`src/rtl/move_display_sequencer.sv`:
```
// move_display_sequencer: move FIFO that hands moves to a cube engine and holds each on the display
module move_display_sequencer #(
    parameter int DEPTH = 8,
    parameter int DWELL = 25000000
) (
    input  logic       CLOCK_50,
    input  logic       resetn,
    input  logic       push,
    input  logic [2:0] push_face,
    input  logic [1:0] push_mod,
    input  logic       move_ready,
    output logic       move_valid,
    output logic [2:0] move_face,
    output logic [1:0] move_mod,
    output logic [3:0] face_code,
    output logic [3:0] mod_code,
    output logic [4:0] count,
    output logic       full,
    output logic       empty,
    output logic       drop
);
    localparam int AW = DEPTH > 1 ? $clog2(DEPTH) : 1;
    localparam int CW = DWELL > 1 ? $clog2(DWELL) : 1;

    typedef enum logic [1:0] {IDLE, ISSUE, SHOW} state_t;

    state_t        state, nxt;
    logic [4:0]    mem [DEPTH];
    logic [AW-1:0] rptr, wptr;
    logic [CW-1:0] dwell;
    logic          pop, accept;

    assign empty = count == 5'd0;
    assign full = count == 5'(DEPTH);
    // a pop in the same cycle frees a slot, so a full queue can still take a push
    assign accept = push && push_face <= 3'd5 && push_mod <= 2'd2 && (!full || pop);
    assign face_code = state == IDLE ? 4'hA : {1'b0, move_face};
    assign mod_code = state == IDLE ? 4'hF : move_mod == 2'd0 ? 4'hB : move_mod == 2'd1 ? 4'hC : 4'hD;

    // next state, pop decision and handshake valid
    always_comb begin
        nxt = state;
        pop = 1'b0;
        move_valid = 1'b0;
        case (state)
            IDLE: begin
                pop = !empty;
                nxt = empty ? IDLE : ISSUE;
            end
            ISSUE: begin
                move_valid = 1'b1;
                nxt = move_ready ? SHOW : ISSUE;
            end
            SHOW: begin
                pop = dwell == '0 && !empty;
                nxt = dwell != '0 ? SHOW : empty ? IDLE : ISSUE;
            end
            default: nxt = IDLE;
        endcase
    end

    // queue storage write on accepted pushes
    always_ff @(posedge CLOCK_50) begin
        if (resetn && accept) mem[wptr] <= {push_face, push_mod};
    end

    // state, pointers, occupancy, current move, dwell counter and drop pulse
    always_ff @(posedge CLOCK_50) begin
        if (!resetn) begin
            state <= IDLE;
            rptr <= '0;
            wptr <= '0;
            count <= 5'd0;
            dwell <= '0;
            move_face <= 3'd0;
            move_mod <= 2'd0;
            drop <= 1'b0;
        end else begin
            state <= nxt;
            drop <= push && !accept;
            count <= count + 5'(accept) - 5'(pop);
            if (accept) wptr <= wptr + AW'(1);
            if (pop) begin
                {move_face, move_mod} <= mem[rptr];
                rptr <= rptr + AW'(1);
            end
            if (state == ISSUE && move_ready) dwell <= CW'(DWELL - 1);
            else if (state == SHOW && dwell != '0) dwell <= dwell - CW'(1);
        end
    end
endmodule

```
`config.mk`:
```
export PLATFORM = sky130hd
export DESIGN_NAME = move_display_sequencer
export DESIGN_NICKNAME = d
export VERILOG_FILES = /design/src/rtl/move_display_sequencer.sv
export SDC_FILE = /design/constraint.sdc
export NUM_CORES = 1
export LEC_CHECK = 0
export BUFFER_PORTS_ARGS = -buffer_cell sky130_fd_sc_hd__buf_2
export CORE_MARGIN = 5
export CORE_UTILIZATION = 50
export CTS_CLUSTER_DIAMETER = 200
export DETAILED_ROUTE_END_ITERATION = 8
export PLACE_DENSITY = 0.71
export SKIP_LAST_GASP = 1
export SLEW_MARGIN = 10
export SYNTH_ARGS = -nofsm -noshare
export SYNTH_HDL_FRONTEND = slang
export SYNTH_SLANG_ARGS = --single-unit
export TNS_END_PERCENT = 5
```
`constraint.sdc`:
```
create_clock -name CLOCK_50 -period 3.33 [get_ports CLOCK_50]
set_input_delay 0.4995 -clock CLOCK_50 [delete_from_list [all_inputs] [get_ports CLOCK_50]]
set_output_delay 0.4995 -clock CLOCK_50 [all_outputs]
set_load 0.05 [all_outputs]
```
* Yosys cells after proc, flatten, opt, wreduce, memory -nomap -nowiden
Memories as Yosys holds them, arrays and structs flattened. A register that Yosys moved wholly into a read port is not among the register bits. Cells that the tools add are included.
Storage, ports and cells: input bits 9, RAM bits 40, output and inout bits 22, word-level logic and storage cells 54, memories 1, flip-flop bits (word level) 39
Cells by class: add/sub/neg operators 5, eq/ne operators 4, bitwise gates (word level) 1, reductions and logical operators 20, magnitude comparators 2, mux-type cells 14
Memories:
- mem | words 8, width 5, rd ports 1, clocked after Yosys merged registers in 1, wr ports 1, line 28 | logic [4:0] mem [DEPTH];
Operators by type and width (count):
- two-way mux 25 bit | 2
- zero test 25 bit | 1
- nonzero test 25 bit | 1
- subtractor 25 x 1 -> 25 bit, second input constant | 1
- logical AND 1 bit | 8
- adder 3 x 1 -> 3 bit, second input constant | 2
- two-way mux 3 bit | 2
- case mux 2 bit (3 select lines) | 1
- adder 5 x 1 -> 5 bit | 1
- equality test 5 x 4 -> 1 bit, second input constant | 1
- zero test 5 bit | 1
- two-way mux 1 bit | 5
- subtractor 5 x 1 -> 5 bit | 1
- equality test 2 x 1 -> 1 bit, second input constant | 2
- zero test 1 bit | 4
- zero test 2 bit | 2
- two-way mux 2 bit | 2
- two-way mux 4 bit | 1
- <= comparator 3 bit, second input constant | 1
- equality test 2 bit, second input constant | 1
- <= comparator 2 bit, second input constant | 1
- case mux 1 bit (2 select lines) | 1
- nonzero test 2 bit | 1
- OR reduction 2 bit | 1
- other kinds (2) | 2

* Logic depth before layout (Yosys ltp)
Gate-level depths: netlist (run 1).
depth after elaboration 9, gate-level depth with buffers 16, depth with buffers taken out 14

* Least setup slack after synthesis (run 1)
Ideal clock, no wire load.
kind reg2reg, start point register count[3], end point register count[4], clock period less this slack 4.955 ns, arrival 4.884 ns, path buffers 1, slack -1.625 ns, required time 3.260 ns, cell stages (with the launch flop) 15, cell sequence dfxtp_1 ha_1 nor4b_1 o21ai_0 nand4_1 o21bai_1 buf_2 ha_1 inv_1 ha_1 fa_1 a21oi_1 nor2_1 or3_1 a21oi_1
Between the ends: elaborated cells on any way between the ends 10, those cells by class add/sub: 2; eq/ne: 1; mux: 1; reduce/logical: 6
RTL lines:
- from (decl) | line 17 | output logic [4:0] count,
- from (signal assigned) | line 81 | count <= count + 5'(accept) - 5'(pop);
- equality test 5 x 4 -> 1 bit | line 34 | assign full = count == 5'(DEPTH);
- net full | line 18 | output logic full,
- zero test 1 bit | line 36 | assign accept = push && push_face <= 3'd5 && push_mod <= 2'd2 && (!full || pop);
- logical OR 1 bit | line 36
- logical AND 1 bit | line 36
- adder 5 x 1 -> 5 bit | line 81
- subtractor 5 x 1 -> 5 bit | line 81
The timed path passes the listed nets, and every way through them passes these cells. A chain may end at the register's enable or synchronous reset.

* Worst setup path in the final report (run 1)
start point register dwell[0], end point register count[4]
Between the ends: longest elaborated chain between the ends 7
RTL lines:
- from (decl) | line 30 | logic [CW-1:0] dwell;
- from (signal assigned) | line 87 | if (state == ISSUE && move_ready) dwell <= CW'(DWELL - 1);
- from (signal assigned) | line 88 | else if (state == SHOW && dwell != '0) dwell <= dwell - CW'(1);
- zero test 25 bit (*) | line 55 | pop = dwell == '0 && !empty;
- logical AND 1 bit (*) | line 55
- case mux 1 bit (2 select lines) (*) | line 45 | case (state)
- logical OR 1 bit | line 36
- logical AND 1 bit | line 36
- adder 5 x 1 -> 5 bit | line 81
- subtractor 5 x 1 -> 5 bit (*) | line 81
Mark *: on every way between the ends. The rest lies on a longest branch, timed or not.

==> impl_results.html, run 1 <==
<table>
<tr><th>Metric</th><th>Value</th></tr>
<tr><th colspan="2">Critical path</th></tr>
<tr><td>Crit path required time</td><td>~3.6 ns</td></tr>
<tr><td>Logic depth of the worst register-to-register path</td><td>14</td></tr>
<tr><td>Crit path launch type</td><td>flip-flop</td></tr>
<tr><td>Highest net fanout along the worst path</td><td>4</td></tr>
<tr><td>Crit path launch</td><td>dwell[0]$_SDFFE_PN0P_</td></tr>
<tr><td>Reg-to-Reg Start</td><td>dwell[0]$_SDFFE_PN0P_</td></tr>
<tr><td>Crit path arrival time</td><td>~3.5 ns</td></tr>
<tr><td>Crit path kind</td><td>flip-flop to flip-flop</td></tr>
<tr><td>Critical Path End Type</td><td>flip-flop</td></tr>
<tr><td>Critical Path End</td><td>count[4]$_SDFF_PN0_</td></tr>
<tr><td>Register-to-Register Setup Slack</td><td>0.12 ns</td></tr>
<tr><td>Worst flop-to-flop path endpoint</td><td>count[4]$_SDFF_PN0_</td></tr>
<tr><th colspan="2">Floorplan</th></tr>
<tr><td>Height of the die</td><td>99.0 microns</td></tr>
<tr><td>Initial Utilization</td><td>0.513</td></tr>
<tr><td>Row count</td><td>32</td></tr>
<tr><td>Die area</td><td>9800 sq um</td></tr>
<tr><td>Ports</td><td>31</td></tr>
<tr><td>Placeable core region</td><td>7730 sq um</td></tr>
<tr><td>Die width</td><td>99.0 microns</td></tr>
<tr><th colspan="2">Clock tree</th></tr>
<tr><td>Cts-stage hold buffer count</td><td>0</td></tr>
<tr><td>CTS buffer count</td><td>9</td></tr>
<tr><td>Clock insertion delay at the later pin of the skew report</td><td>between 0.3 and 0.4 ns</td></tr>
<tr><td>CTS sink cnt</td><td>84</td></tr>
<tr><td>Clock slew at the register clock pins of the worst setup and hold paths</td><td>~0.1 ns</td></tr>
<tr><td>Total number of H-tree levels</td><td>3</td></tr>
<tr><td>CTS Root Cell</td><td>clkbuf_8</td></tr>
<tr><td>Worst-case clock buffer depth</td><td>2</td></tr>
<tr><td>Clock tree from TritonCTS</td><td>yes</td></tr>
<tr><th colspan="2">Global route</th></tr>
<tr><td>Vias in the first global route</td><td>between 2k and 3k</td></tr>
<tr><td>Combined global-route utilization of all metal layers</td><td>0.163</td></tr>
<tr><td>Overflow left after global routing</td><td>0</td></tr>
<tr><td>Antenna violations before repair</td><td>0</td></tr>
<tr><td>Largest net degree at the start of global routing</td><td>30</td></tr>
<tr><td>Global-route wire length before repair</td><td>12.7 mm</td></tr>
<tr><th colspan="2">Layout</th></tr>
<tr><td>Final cell utilization of the core</td><td>0.590</td></tr>
<tr><td>Count of placed standard cells in the final layout, fillers left out</td><td>~480</td></tr>
<tr><td>Area overhead of the layout relative to synthesis</td><td>15.1%</td></tr>
<tr><td>Share of post-route cells with drive strength above 1</td><td>0.288</td></tr>
<tr><td>Finished layout cell area</td><td>4560 sq um</td></tr>
<tr><td>Highest-count cells in the layout ignoring fill and taps</td><td>40 x dfxtp_1, 40 x edfxtp_1, 29 x buf_2</td></tr>
<tr><td>Antenna diode count</td><td>0</td></tr>
<tr><td>Nets@finish</td><td>397</td></tr>
<tr><th colspan="2">STA</th></tr>
<tr><td>Maximum achievable frequency</td><td>0.312 GHz</td></tr>
<tr><td>Clock period minus final worst setup slack</td><td>3.21 ns</td></tr>
<tr><td># setup viols final</td><td>0</td></tr>
<tr><td>Final period utilization</td><td>0.964</td></tr>
<tr><td>Worst clock skew</td><td>0.0159 ns</td></tr>
<tr><td>Slew Limit Headroom</td><td>0.296</td></tr>
<tr><td>Number of failing hold endpoints at the final stage</td><td>0</td></tr>
<tr><td>Final worst slack</td><td>0.121 ns</td></tr>
<tr><td>Transition time at the pin with the least slew margin</td><td>1.05 ns</td></tr>
<tr><td>Max Slew Vio Count</td><td>0</td></tr>
<tr><th colspan="2">Yosys</th></tr>
<tr><td>Number of distinct library cells after synthesis</td><td>60</td></tr>
<tr><td>Number of instances in the synthesized netlist</td><td>about 340</td></tr>
<tr><td>Number of enable flip-flop cells after synthesis</td><td>40</td></tr>
<tr><td>Number of nets produced by synthesis</td><td>about 360</td></tr>
<tr><td>Mean Syn Cell Area</td><td>11.7 sq um</td></tr>
<tr><td>Post-synth ARST share</td><td>0</td></tr>
<tr><td>Flop and latch count out of synthesis</td><td>84</td></tr>
<tr><td>Post-synthesis instance area</td><td>3960 sq um</td></tr>
<tr><td>Leading register cell type out of synthesis</td><td>dfxtp_1</td></tr>
<tr><td>Synth warn</td><td>0</td></tr>
<tr><td>Proportion of synthesized chip area in sequential cells</td><td>0.526</td></tr>
<tr><th colspan="2">Min path</th></tr>
<tr><td>Min-Delay Path Class</td><td>input pin to flip-flop</td></tr>
<tr><th colspan="2">Placement</th></tr>
<tr><td>Standard cell area after detailed placement</td><td>4320 sq um</td></tr>
<tr><td>Dpl cells</td><td>roughly 470</td></tr>
<tr><td>Dpl ws</td><td>-0.0478 ns</td></tr>
<tr><td>Gp weighted congestion</td><td>around 0.85</td></tr>
<tr><td>Final HPWL DP</td><td>5.46 mm</td></tr>
<tr><td>Number of buffer cells added on primary ports</td><td>29</td></tr>
<tr><th colspan="2">Detailed routing</th></tr>
<tr><td>Number of antenna-violating nets in the routed design</td><td>0</td></tr>
<tr><td>DRC violations left</td><td>0</td></tr>
<tr><td>Total iterations of the first detailed-routing run</td><td>5</td></tr>
<tr><td>Routed length per placed instance</td><td>approximately 16 microns</td></tr>
<tr><td>Iteration-0 DRC Markers</td><td>about 110</td></tr>
<tr><td>DR vias</td><td>roughly 2.8k</td></tr>
<tr><td>Vias per std cell</td><td>approximately 5.7</td></tr>
<tr><td>Routed wire length</td><td>roughly 7.8 mm</td></tr>
<tr><th colspan="2">Pwr</th></tr>
<tr><td>Largest vdd supply drop</td><td>0.423 mV</td></tr>
<tr><td>Pwr per Cell Area</td><td>936 nW/um^2</td></tr>
<tr><td>Leakage power of the design</td><td>between 1.5 and 2 nW</td></tr>
<tr><td>Total power draw</td><td>4.27 mW</td></tr>
<tr><th colspan="2">Status</th></tr>
<tr><td>Outcome</td><td>finished, final reports clean</td></tr>
<tr><th colspan="2">Run</th></tr>
<tr><td>Max-capacitance violation count</td><td>0</td></tr>
</table>
==> per-stage QoR <==
stage	setup TNS, ns	hold slack, ns
2_1_floorplan	-0.0656	0.437
3_3_place_gp	0	0.459
3_5_place_dp	-0.0478	0.483
4_1_cts	0	0.383
5_1_grt	-0.0419	0.392
6_report	0	0.394
==> area by class of cell <==
type,count,area [sq um]
clock buffer,9,124
clock inverter,7,73.8
fill,620,3170
inverter,14,52.6
multi-input combinational,217,1780
sequential,84,2090
tap,102,128
timing repair buffer,51,310
==> metal layers <==
metal	global-route usage	wire length, microns	up-vias
li1	-	-	1364
met3	0.0382	308	18
met1	0.192	3260	1346
met4	0.0777	172	0
met2	0.279	4070	52
met5	0	0	-
==> worst min-delay path by stage <==
stage / startpoint / endpoint / slack, ns / cells after the start
2_1_floorplan: dwell[7]$_SDFFE_PP0P_ / dwell[7]$_SDFFE_PP0P_ / 0.44 / 2
3_5_place_dp: dwell[23]$_SDFFE_PP0P_ / dwell[23]$_SDFFE_PP0P_ / 0.48 / 2
6_report: push / drop$_SDFF_PN0_ / 0.39 / 2
5_1_grt: push / drop$_SDFF_PN0_ / 0.39 / 2
4_1_cts: push_face[0] / mem[1][2]$_DFFE_PP_ / 0.38 / 1
3_3_place_gp: dwell[7]$_SDFFE_PP0P_ / dwell[7]$_SDFFE_PP0P_ / 0.46 / 2
==> state kept, by name (all words and copies together), names as in the netlist <==
signal and flops:
rptr 3, mem 40, move_mod 2, move_face 3, state 2, count 5, wptr 3, dwell 25
drop 1
==> cells in the mapped netlist, drive strengths merged (2+ instances only) <==
| library cell | instances | area [sq um] |
|---|---|---|
| a311oi | 2 | 23.8 |
| nor4b | 3 | 26.3 |
| and2 | 3 | 18.8 |
| or3 | 11 | 68.8 |
| a31oi | 8 | 50.1 |
| and3 | 2 | 12.5 |
| or2 | 3 | 18.8 |
| xor2 | 9 | 78.8 |
| o2111ai | 2 | 23.8 |
| xnor2 | 3 | 26.3 |
| inv | 14 | 52.6 |
| o21ai | 12 | 82.6 |
| dfxtp | 44 | 881 |
| nor2 | 13 | 58.8 |
| or4 | 10 | 75.1 |
| a21o | 2 | 15.0 |
| nor2b | 5 | 31.3 |
| nand3 | 5 | 25.0 |
| nand2 | 12 | 45.0 |
| ha | 10 | 125 |
| a211oi | 5 | 37.5 |
| o211ai | 6 | 45.0 |
| o31a | 2 | 17.5 |
| nand4 | 4 | 25.0 |
| o31ai | 6 | 45.0 |
| o21a | 2 | 15.0 |
| mux2i | 8 | 80.1 |
| nor4 | 13 | 96.3 |
| nand2b | 5 | 31.3 |
| clkbuf | 11 | 42.5 |
| a31o | 2 | 17.5 |
| a21oi | 22 | 114 |
| mux4 | 10 | 225 |
| buf | 12 | 87.6 |
| nor3 | 7 | 46.3 |
| edfxtp | 40 | 1200 |
==> cells by family after synthesis <==
group | count (synthesis) | synth area share
buffers and inverters | 37 | 0.0461
flip-flops | 84 | 0.526
AO/OA/AOI/OAI | 74 | 0.129
other | 1 | 0.000947
AND/OR/NAND/NOR | 101 | 0.159
adder cells (fa/ha/maj) | 11 | 0.0366
multiplexers | 18 | 0.0771
XOR/XNOR | 12 | 0.0265
==> report_power, final <==
| group | leakage (nW) | total (mW) | internal, mW | switching (mW) |
|---|---|---|---|---|
| logic | 0.830 | 2.04 | 0.821 | 1.22 |
| clock network | 0.104 | 0.737 | 0.301 | 0.436 |
| registers | 0.723 | 1.48 | 1.24 | 0.240 |
| total | 1.66 | 4.27 | 2.37 | 1.90 |
==> worst max-delay path: stages (launching register included) <==
cell	delay [ns]
dfxtp_2	0.35
inv_2	0.07
ha_4	0.14
or4b_4	0.46
or3_4	0.39
nor2_4	0.14
o21bai_4	0.08
ha_4	0.26
inv_1	0.04
ha_2	0.18
fa_2	0.36
a21oi_2	0.12
nor2_1	0.05
or3_1	0.37
a21oi_2	0.12
==> timing repair <==
item,CTS,global route
resized for setup,2,3
buffers inserted,0,2
setup endpoints to repair,1,1
pin swaps,0,4
(Power assumes the default switching activity.)
==> inputs of run 2 (changes only) <==
- CORE_MARGIN: 5 -> not set
- GPL_TIMING_DRIVEN: not set -> 1
- clock period: 3.33 -> 2.75 ns (I/O delays scaled with it)
==> run 2 against run 1 <==
The run now ends with negative setup slack left. Register-to-register slack lost 0.51 ns. Non-clock buffer count grew 38. First-iteration DRC count shrank 21%. Clock-buffer cell count is the same. Sequential cell count is the same. Clock skew shrank 0.0051 ns. Die area shrank 16%.
==> impl_results.html, run 2 (synthesized netlist as in run 1, its figures left out) <==
<table>
<tr><th>Metric</th><th>Value</th></tr>
<tr><th colspan="2">Min path</th></tr>
<tr><td>Worst Hold Launch</td><td>push_face[0]</td></tr>
<tr><td>Min-Delay Path Class</td><td>input pin to flip-flop</td></tr>
<tr><th colspan="2">Global route</th></tr>
<tr><td>Combined global-route utilization of all metal layers</td><td>0.205 (+0.0420)</td></tr>
<tr><td>Overflow left after global routing</td><td>0 (unchanged)</td></tr>
<tr><td>Global-route wire length before repair</td><td>13.3 mm (+4.6%)</td></tr>
<tr><td>Largest net degree at the start of global routing</td><td>21 (-30%)</td></tr>
<tr><td>Antenna violations before repair</td><td>0 (unchanged)</td></tr>
<tr><td>Vias in the first global route</td><td>2819 (+8.4%)</td></tr>
<tr><th colspan="2">Floorplan</th></tr>
<tr><td>Row count</td><td>32 (unchanged)</td></tr>
<tr><td>Placeable core region</td><td>7690 sq um (-0.52%)</td></tr>
<tr><td>Die width</td><td>91.0 microns (-8.1%)</td></tr>
<tr><td>Initial Utilization</td><td>0.515 (+0.00267)</td></tr>
<tr><td>Die area</td><td>8280 sq um (-16%)</td></tr>
<tr><td>Ports</td><td>31 (unchanged)</td></tr>
<tr><td>Height of the die</td><td>91.0 microns (-8.1%)</td></tr>
<tr><th colspan="2">Layout</th></tr>
<tr><td>Number of flip-flops under the largest register name</td><td>40 (unchanged)</td></tr>
<tr><td>Most common cell after layout, fill and taps aside</td><td>buf_4</td></tr>
<tr><td>Final cell utilization of the core</td><td>0.634 (+0.0438)</td></tr>
<tr><td>Most flop-heavy register</td><td>mem</td></tr>
<tr><td>Area overhead of the layout relative to synthesis</td><td>23.0%</td></tr>
<tr><td>Largest registers</td><td>mem: 40 flops, dwell: 25 flops, count: 5 flops</td></tr>
<tr><td>Antenna diode count</td><td>0 (unchanged)</td></tr>
<tr><td>Finished layout cell area</td><td>4870 sq um (+6.9%)</td></tr>
<tr><td>Share of post-route cells with drive strength above 1</td><td>0.357 (+0.0692)</td></tr>
<tr><td>Highest-count cells in the layout ignoring fill and taps</td><td>59 x buf_4, 40 x dfxtp_1, 40 x edfxtp_1</td></tr>
<tr><td>Nets@finish</td><td>435 (+9.6%)</td></tr>
<tr><th colspan="2">STA</th></tr>
<tr><td>Transition time at the pin with the least slew margin</td><td>0.730 ns (-0.324 ns)</td></tr>
<tr><td>Slew Limit Headroom</td><td>0.513 (+0.216)</td></tr>
<tr><td>Maximum achievable frequency</td><td>0.318 GHz (+2.1%)</td></tr>
<tr><td>Final worst slack</td><td>-0.393 ns (-0.514 ns)</td></tr>
<tr><td>Number of failing hold endpoints at the final stage</td><td>0 (unchanged)</td></tr>
<tr><td># setup viols final</td><td>4 (+4)</td></tr>
<tr><td>Worst clock skew</td><td>0.0108 ns (-0.00510 ns)</td></tr>
<tr><td>Unrepaired setup endpoints after global routing</td><td>true</td></tr>
<tr><td>Clock period minus final worst setup slack</td><td>3.14 ns (-0.0659 ns)</td></tr>
<tr><td>Final period utilization</td><td>1.14 (+0.179)</td></tr>
<tr><td>Max Slew Vio Count</td><td>0 (unchanged)</td></tr>
<tr><th colspan="2">Status</th></tr>
<tr><td>Outcome</td><td>finished, violations left</td></tr>
<tr><td>Failing checks</td><td>negative setup slack</td></tr>
<tr><th colspan="2">Detailed routing</th></tr>
<tr><td>Routed wire length</td><td>7.75 mm (-0.83%)</td></tr>
<tr><td>DR vias</td><td>2858 (+2.8%)</td></tr>
<tr><td>Routed length per placed instance</td><td>14.8 microns (-8.1%)</td></tr>
<tr><td>Number of antenna-violating nets in the routed design</td><td>0 (unchanged)</td></tr>
<tr><td>Iteration-0 DRC Markers</td><td>83 (-21%)</td></tr>
<tr><td>Total iterations of the first detailed-routing run</td><td>4 (-1)</td></tr>
<tr><td>DRC violations left</td><td>0 (unchanged)</td></tr>
<tr><td>Vias per std cell</td><td>5.48 (-4.7%)</td></tr>
<tr><th colspan="2">Clock tree</th></tr>
<tr><td>CTS sink cnt</td><td>84 (unchanged)</td></tr>
<tr><td>Clock tree from TritonCTS</td><td>yes</td></tr>
<tr><td>Worst-case clock buffer depth</td><td>2 (unchanged)</td></tr>
<tr><td>Clock slew at the register clock pins of the worst setup and hold paths</td><td>0.09 ns (about the same)</td></tr>
<tr><td>Clock insertion delay at the later pin of the skew report</td><td>0.36 ns (about the same)</td></tr>
<tr><td>CTS buffer count</td><td>9 (unchanged)</td></tr>
<tr><td>CTS Root Cell</td><td>clkbuf_8</td></tr>
<tr><td>Total number of H-tree levels</td><td>3 (unchanged)</td></tr>
<tr><th colspan="2">Critical path</th></tr>
<tr><td>Critical path buffer and inverter count</td><td>3 (+1)</td></tr>
<tr><td>Most prevalent standard cell on the critical path</td><td>ha_4</td></tr>
<tr><td>Crit path max-delay cell type</td><td>or4b_4</td></tr>
<tr><td>Crit path launch</td><td>dwell[1]$_SDFFE_PN0P_</td></tr>
<tr><td>Critical Path End Type</td><td>flip-flop</td></tr>
<tr><td>Kind of cell with the highest combined delay on the critical path</td><td>simple AND/OR/NAND/NOR gates</td></tr>
<tr><td>Crit-path max cell delay</td><td>0.45 ns (about the same)</td></tr>
<tr><td>Reg-to-Reg Start</td><td>dwell[1]$_SDFFE_PN0P_</td></tr>
<tr><td>Crit path kind</td><td>flip-flop to flip-flop</td></tr>
<tr><td>Cell-by-cell listing of the critical path</td><td>inv_2 -&gt; ha_4 -&gt; or4b_4 -&gt; or3_4 -&gt; buf_6 -&gt; o21ai_4 -&gt; and2_4 -&gt; ha_4 -&gt; inv_2 -&gt; ha_4 -&gt; fa_2 -&gt; a21oi_2 -&gt; nor2_1 -&gt; or3_1 -&gt; a21oi_2</td></tr>
<tr><td>Crit path required time</td><td>3.05 ns (-0.57 ns)</td></tr>
<tr><td>Crit path launch type</td><td>flip-flop</td></tr>
<tr><td>Highest net fanout along the worst path</td><td>3 (-1)</td></tr>
<tr><td>Crit path arrival time</td><td>3.44 ns (-0.06 ns)</td></tr>
<tr><th colspan="2">Pwr</th></tr>
<tr><td>Largest vdd supply drop</td><td>0.426 mV (+0.61%)</td></tr>
<tr><td>Leakage power of the design</td><td>1.85 nW (+12%)</td></tr>
<tr><td>Pwr per Cell Area</td><td>1140 nW/um^2 (+21%)</td></tr>
<tr><th colspan="2">Placement</th></tr>
<tr><td>Standard cell area after detailed placement</td><td>4620 sq um (+7.0%)</td></tr>
<tr><td>Final HPWL DP</td><td>5.77 mm (+5.7%)</td></tr>
<tr><td>Number of buffer cells added on primary ports</td><td>29 (unchanged)</td></tr>
<tr><td>Gp weighted congestion</td><td>0.806 (-5.4%)</td></tr>
<tr><th colspan="2">Run</th></tr>
<tr><td>Max-capacitance violation count</td><td>0 (unchanged)</td></tr>
</table>
==> run 2: worst register-to-register path, delay by kind of cell, from the launching register on <==
family          cells  cell delay [ns]
buf+inv             3             0.25
compound gates      3             0.35
flops               1             0.33
fa+ha+maj           4             0.74
simple gates        5             1.41
==> run 2: path summary, 6_finish.rpt <==
kind / to / slack (ns) / depth (start not counted)
min reg2reg: dwell[7]$_SDFFE_PP0P_ / 0.47 / 2
min: mem[5][2]$_DFFE_PP_ / 0.32 / 1
max: count[4]$_SDFF_PN0_ / -0.39 / 15
max reg2reg: count[4]$_SDFF_PN0_ / -0.39 / 15
==> run 2: layout make-up <==
| cell class | instances | area [sq um] |
|---|---|---|
| Clock buffer | 9 | 124 |
| Clock inverter | 7 | 91.3 |
| Fill cell | 613 | 2820 |
| Inverter | 14 | 52.6 |
| Multi-Input combinational cell | 217 | 1790 |
| Sequential cell | 84 | 2090 |
| Tap cell | 102 | 128 |
| Timing Repair Buffer | 89 | 599 |
==> run 2: report_power, final <==
group | total [mW] | switching (mW) | internal, mW | leakage [nW]
Sequential | 1.73 | 0.223 | 1.51 | 0.723
Clock | 0.942 | 0.496 | 0.446 | 0.107
Combinational | 2.86 | 1.59 | 1.27 | 1.02
==> run 2: layer usage <==
layer | vias up | track usage | part of all wire
met5 | - | 0 | 0
met4 | 0 | 0.0741 | 0.014
met3 | 10 | 0.0427 | 0.022
met2 | 24 | 0.361 | 0.52
met1 | 1381 | 0.248 | 0.45
li1 | 1443 | - | -
==> run 2: stage by stage <==
stage	setup slack [ns]	hold slack (ns)	TNS [ns]	std cells	total power, mW
CTS	-0.462	0.311	-1.09	522	5.55
detailed placement	-0.541	0.458	-1.39	504	4.57
floorplan	-0.629	0.437	-4.79	338	3.73
finish	-0.393	0.316	-0.840	522	5.54
global placement	-0.509	0.452	-1.26	504	4.50
global route	-0.514	0.309	-1.32	522	5.91
==> run 2: what timing repair did <==
action                                  4_1_cts  5_1_grt
gates resized for setup                       2        2
setup buffers                                 2        0
hold endpoints to repair                      0        0
hold buffers                                  0        0
pin swaps                                     6        2
endpoints found under the setup margin        4       17
